==> src/rtl/demux_pkg.sv <==
// Shared types and defaults for the registered 1-to-N demultiplexer.
package demux_pkg;
  localparam int DATA_W_DEF = 32;
  localparam int NUM_CH_DEF = 6;

  typedef logic [2:0]            sel_t;
  typedef logic [DATA_W_DEF-1:0] word_t;
endpackage

==> src/rtl/demux_slot.sv <==
// One-entry holding register: fills on fill_i, empties when drain_rdy is seen while full.
module demux_slot #(
  parameter int DATA_W = 32
) (
  input  logic              clk,
  input  logic              reset_n,
  input  logic              fill_i,
  input  logic [DATA_W-1:0] fill_data,
  input  logic              drain_rdy,
  output logic              full,
  output logic [DATA_W-1:0] data
);
  logic              full_d, full_q;
  logic [DATA_W-1:0] data_d, data_q;

  // A fill in the same cycle as a drain keeps the slot full with the new word.
  always_comb begin
    full_d = fill_i | (full_q & ~drain_rdy);
    data_d = fill_i ? fill_data : data_q;
  end

  always_ff @(posedge clk or negedge reset_n) begin
    if (!reset_n) begin
      full_q <= 1'b0;
      data_q <= '0;
    end else begin
      full_q <= full_d;
      data_q <= data_d;
    end
  end

  assign full = full_q;
  assign data = data_q;
endmodule

==> src/rtl/reg_demux32_6.sv <==
// Registered demux: routes one upstream word to one of NUM_CH single-entry slots.
// Optional DEMUX_SEL_ERR_EN: out-of-range selectors drop the word and set sticky err.
module reg_demux32_6
  import demux_pkg::*;
#(
  parameter int DATA_W = DATA_W_DEF,
  parameter int NUM_CH = NUM_CH_DEF
) (
  input  logic                     clk,
  input  logic                     reset_n,
  input  logic                     in_valid,
  output logic                     in_ready,
  input  logic [DATA_W-1:0]        in_data,
  input  logic [2:0]               in_sel,
  output logic [NUM_CH-1:0]        out_valid,
  input  logic [NUM_CH-1:0]        out_ready,
  output logic [NUM_CH*DATA_W-1:0] out_data,
  output logic [2:0]               occ_count,
  output logic                     err
);
  localparam sel_t NUM_CH_SEL = sel_t'(NUM_CH);

  sel_t              eff_sel;
  logic              in_range;
  logic              accept;
  logic              write_en;
  logic [NUM_CH-1:0] fill;
  logic [NUM_CH-1:0] full_nxt;
  logic [2:0]        occ_d, occ_q;

  always_comb begin
    in_range = (in_sel < NUM_CH_SEL);
    eff_sel  = in_range ? in_sel : '0;
    in_ready = ~out_valid[eff_sel] | out_ready[eff_sel];
`ifdef DEMUX_SEL_ERR_EN
    if (!in_range) in_ready = 1'b1;
`endif
    accept   = in_valid & in_ready;
`ifdef DEMUX_SEL_ERR_EN
    write_en = accept & in_range;
`else
    write_en = accept;
`endif
    fill          = '0;
    fill[eff_sel] = write_en;
    // Count from the slots' next state so fill+drain on one edge nets to no change.
    full_nxt = fill | (out_valid & ~out_ready);
    occ_d    = '0;
    for (int k = 0; k < NUM_CH; k++) begin
      occ_d = occ_d + {2'b00, full_nxt[k]};
    end
  end

  for (genvar k = 0; k < NUM_CH; k++) begin : g_slot
    demux_slot #(.DATA_W(DATA_W)) u_slot (
      .clk       (clk),
      .reset_n   (reset_n),
      .fill_i    (fill[k]),
      .fill_data (in_data),
      .drain_rdy (out_ready[k]),
      .full      (out_valid[k]),
      .data      (out_data[k*DATA_W +: DATA_W])
    );
  end

  always_ff @(posedge clk or negedge reset_n) begin
    if (!reset_n) occ_q <= '0;
    else          occ_q <= occ_d;
  end

  assign occ_count = occ_q;

`ifdef DEMUX_SEL_ERR_EN
  logic err_d, err_q;

  always_comb begin
    err_d = err_q | (accept & ~in_range);
  end

  always_ff @(posedge clk or negedge reset_n) begin
    if (!reset_n) err_q <= 1'b0;
    else          err_q <= err_d;
  end

  assign err = err_q;
`else
  assign err = 1'b0;
`endif
endmodule

==> config.mk <==
export PLATFORM = sky130hd
export DESIGN_NAME = reg_demux32_6
export DESIGN_NICKNAME = d
export VERILOG_FILES = /design/src/rtl/demux_pkg.sv /design/src/rtl/demux_slot.sv /design/src/rtl/reg_demux32_6.sv
export SDC_FILE = /design/constraint.sdc
export NUM_CORES = 1
export LEC_CHECK = 0
export ABC_AREA = 1
export CAP_MARGIN = 20
export CORE_MARGIN = 2
export CORE_UTILIZATION = 33
export CTS_CLUSTER_SIZE = 20
export DETAILED_ROUTE_END_ITERATION = 7
export SLEW_MARGIN = 5
export SYNTH_ARGS = -nofsm -noshare
export SYNTH_HDL_FRONTEND = slang
export SYNTH_HIERARCHICAL = 1
export SYNTH_SLANG_ARGS = --single-unit
==> constraint.sdc <==
create_clock -name clk -period 5.4 [get_ports clk]
set_input_delay 1.35 -clock clk [delete_from_list [all_inputs] [get_ports clk]]
set_output_delay 1.35 -clock clk [all_outputs]
set_load 0.005 [all_outputs]
==> load_flow_metrics.sql <==
INSERT INTO impl_metrics (metric_group, metric, value, unit) VALUES
('run_status', 'run_status', 'completed', ''),
('placed_design', 'dp_hpwl', '17300', 'um'),
('critical_path', 'timing_worst_setup_path_type', 'input port to output port', ''),
('synthesis', 'synthAdderAreaFrac', '0.0129', ''),
('synthesis', 'synth_top_family_by_area', 'simple AND/OR/NAND/NOR gates', ''),
('placed_design', 'number_of_cells_in_the_design_after_placement', '1473', ''),
('sta', 'final.setup_skew', '0.0138', 'ns'),
('grt', 'globalRouteOverflowTotal', '0', ''),
('critical_path', 'critical_path.most_common_cell', 'sky130_fd_sc_hd__clkdlybuf4s50_1', ''),
('layout', 'flow.area_growth_from_synthesis', '37.2', '%'),
('hold_path', 'min_path_cells', '2', ''),
('floorplan', 'pin_count', '247', ''),
('sta', 'setup_tns', '0', 'ns'),
('sta', 'min_period_over_period', '0.871', ''),
('route', 'top_signal_layer_used', 'met4', ''),
('synthesis', 'netlist_area', '8510', 'um^2'),
('placed_design', 'io_buffers', '245', ''),
('route', 'm1WireLength', '11500', 'um'),
('cts', 'cts-hold-fix-buffers', '0', ''),
('sta', 'max_freq', '213', 'MHz'),
('critical_path', 'worst-r2r-cell-count', '15', ''),
('synthesis', 'syn-num-nets', '984', ''),
('cts', 'ctsRootBufferMaster', 'sky130_fd_sc_hd__clkbuf_16', ''),
('synthesis', 'distinct_cell_type_count_of_the_synthesized_netlist', '21', ''),
('route', 'post_drt_wl_per_cell', '17.4', 'um'),
('placed_design', 'dpl_cell_area', '10900', 'um^2'),
('sta', 'report.final.hold_viol_count', '0', ''),
('route', 'drc_errors', '0', ''),
('power_and_ir_drop', 'p_switching', '1.41', 'mW'),
('power_and_ir_drop', 'max-vdd-ir-drop', '0.000209', 'V'),
('critical_path', 'worst_ep_required_time', '4.05', 'ns'),
('critical_path', 'cp_slowest_cell', 'sky130_fd_sc_hd__clkdlybuf4s50_1', ''),
('critical_path', 'r2r_slack', '2.35', 'ns'),
('critical_path', 'critical_path.endpoint_type', 'output port', ''),
('power_and_ir_drop', 'comb_power_share', '0.267', ''),
('layout', 'layout.cells.non_filler', '1515', ''),
('cts', 'tritoncts', 'built', ''),
('floorplan', 'start_util', '0.337', ''),
('power_and_ir_drop', 'power.density', '436', 'nW/um^2'),
('route', 'met3WireLength', '1750', 'um'),
('route', 'drt_pre_antenna_iters', '4', ''),
('synthesis', 'synthSimpleGateAreaFrac', '0.301', ''),
('grt', 'global_route.usage.total', '0.195', ''),
('route', 'vias_per_cell', '4.41', ''),
('cts', 'cts_repair_resize_count', '0', ''),
('power_and_ir_drop', 'seq_power_share', '0.411', ''),
('critical_path', 'path_delay_family', 'buffers and inverters', ''),
('synthesis', 'ys_seq_elements', '201', ''),
('synthesis', 'seq_area_frac_synth', '0.591', ''),
('layout', 'final.fill_count', '2459', ''),
('route', 'routed_wl', '26300', 'um'),
('route', 'antenna_violating_nets_post_route', '0', ''),
('sta', 'layout_min_cycle_time', '4.70', 'ns'),
('cts', 'insertion_delay', '0.51', 'ns'),
('grt', 'grt_antenna_before_repair', '0', ''),
('sta', 'setup_viol', '0', ''),
('placed_design', 'finalWeightedCongestion', '0.813', ''),
('critical_path', 'critPathBufInv', '3', ''),
('layout', 'layout-drive-gt1-share', '0.0962', ''),
('floorplan', 'dieWidth', '165', 'um'),
('layout', 'design.final.nets', '1220', ''),
('power_and_ir_drop', 'clockPowerShare', '0.322', ''),
('synthesis', 'synth_area_in_xor_xnor', '0', ''),
('layout', 'sequential_area', '5030', 'um^2'),
('cts', 'cts.sink_count', '201', ''),
('layout', 'final_cell_area', '11700', 'um^2'),
('power_and_ir_drop', 'cell_internal_power', '3.68', 'mW'),
('layout', 'multi_input_area', '2700', 'um^2'),
('synthesis', 'syn_avg_cell_area', '9.12', 'um^2'),
('route', 'detail_route.iter0.violations', '388', ''),
('cts', 'post_cts_buffers', '0', '');
## state kept, by name (all words and copies together), names as in the netlist
name	flops
g_slot.u_slot/data	192
g_slot.u_slot/full	6
occ_count	3
## synth_stat cells
| cell type | n | area (um^2) |
|---|---|---|
| sky130_fd_sc_hd__clkbuf_8 | 18 | 248 |
| sky130_fd_sc_hd__o21ai_2 | 1 | 8.76 |
| sky130_fd_sc_hd__conb_1 | 1 | 3.75 |
| sky130_fd_sc_hd__ha_1 | 4 | 50.1 |
| sky130_fd_sc_hd__nor3_1 | 1 | 5.00 |
| sky130_fd_sc_hd__inv_2 | 1 | 3.75 |
| sky130_fd_sc_hd__nand2_1 | 556 | 2090 |
| sky130_fd_sc_hd__nor2_4 | 1 | 11.3 |
| sky130_fd_sc_hd__inv_8 | 6 | 67.6 |
| sky130_fd_sc_hd__dfrtp_1 | 201 | 5030 |
| sky130_fd_sc_hd__buf_6 | 18 | 203 |
| sky130_fd_sc_hd__fa_1 | 3 | 60.1 |
| sky130_fd_sc_hd__buf_12 | 6 | 120 |
| sky130_fd_sc_hd__inv_1 | 34 | 128 |
| sky130_fd_sc_hd__buf_4 | 1 | 7.51 |
| sky130_fd_sc_hd__nand2_2 | 57 | 357 |
| sky130_fd_sc_hd__nand2_4 | 1 | 11.3 |
| sky130_fd_sc_hd__nor2_1 | 10 | 37.5 |
| sky130_fd_sc_hd__nand3_1 | 11 | 55.1 |
| sky130_fd_sc_hd__o21ai_0 | 1 | 5.00 |
| sky130_fd_sc_hd__a21oi_2 | 1 | 8.76 |
## power by group through the flow
stage | Clock (mW) | Combinational (mW) | Sequential (mW)
6_report | 1.64 | 1.36 | 2.09
5_1_grt | 1.76 | 1.49 | 2.14
4_1_cts | 1.68 | 1.39 | 2.09
3_5_place_dp | 0 | 1.38 | 2.11
3_3_place_gp | 0 | 1.37 | 2.10
2_1_floorplan | 0 | 0.383 | 2.13
## placed cells by master, fill, tap and decap left out, types with 2 or more instances in the layout
cell,instances
sky130_fd_sc_hd__nand2_2,57
sky130_fd_sc_hd__clkinv_2,4
sky130_fd_sc_hd__buf_4,7
sky130_fd_sc_hd__nand2_1,556
sky130_fd_sc_hd__clkbuf_8,6
sky130_fd_sc_hd__bufinv_16,2
sky130_fd_sc_hd__ha_1,4
sky130_fd_sc_hd__clkdlybuf4s50_1,244
sky130_fd_sc_hd__inv_1,31
sky130_fd_sc_hd__dfrtp_1,201
sky130_fd_sc_hd__clkbuf_1,5
sky130_fd_sc_hd__clkinv_1,3
sky130_fd_sc_hd__clkbuf_16,25
sky130_fd_sc_hd__nor2_1,10
sky130_fd_sc_hd__nand3_1,11
sky130_fd_sc_hd__inv_8,6
sky130_fd_sc_hd__fa_1,3
## worst max-delay path by stage
stage               startpoint                     end  slack, ns  cells after the start
finish               in_sel[2]                in_ready       0.70                      9
CTS                  in_sel[2]                in_ready       0.71                      9
detailed placement   in_sel[2]  occ_count[1]$_DFF_PN0_       0.51                     16
global route         in_sel[2]                in_ready       0.56                      9
global placement     in_sel[1]  occ_count[1]$_DFF_PN0_       0.62                     16
floorplan            in_sel[1]  occ_count[1]$_DFF_PN0_       1.24                     18
## area by class of cell
class                   count  share of cell area
clock buffers              35              0.0611
multi-input cells         648               0.231
clock inverters             7             0.00761
inverters                  41              0.0170
flip-flops and latches    201               0.431
well taps                 330              0.0354
repair buffers            253               0.217
## worst min-delay path, delay by kind of cell, from the launching register on
family	cells	cell delay [ns]
flops	1	0.34
simple gates	2	0.10
## layer usage
metal / up-vias / GRT usage
met5: - / 0
met4: 0 / 0.0534
met3: 43 / 0.0445
met2: 202 / 0.324
met1: 3176 / 0.257
li1: 3255 / -
## cell families after synthesis
family	after synthesis
compound gates	3
fa+ha+maj	7
buf+inv	84
flops	201
other cells	1
simple gates	637
## stage by stage
step	worst slack, ns	hold slack, ns	power, mW
2_1_floorplan	1.24	0.464	2.52
3_3_place_gp	0.616	0.453	3.47
3_5_place_dp	0.507	0.458	3.49
4_1_cts	0.707	0.471	5.16
5_1_grt	0.561	0.484	5.39
6_report	0.696	0.467	5.09
No activity file was read; power rests on OpenSTA's default activity.
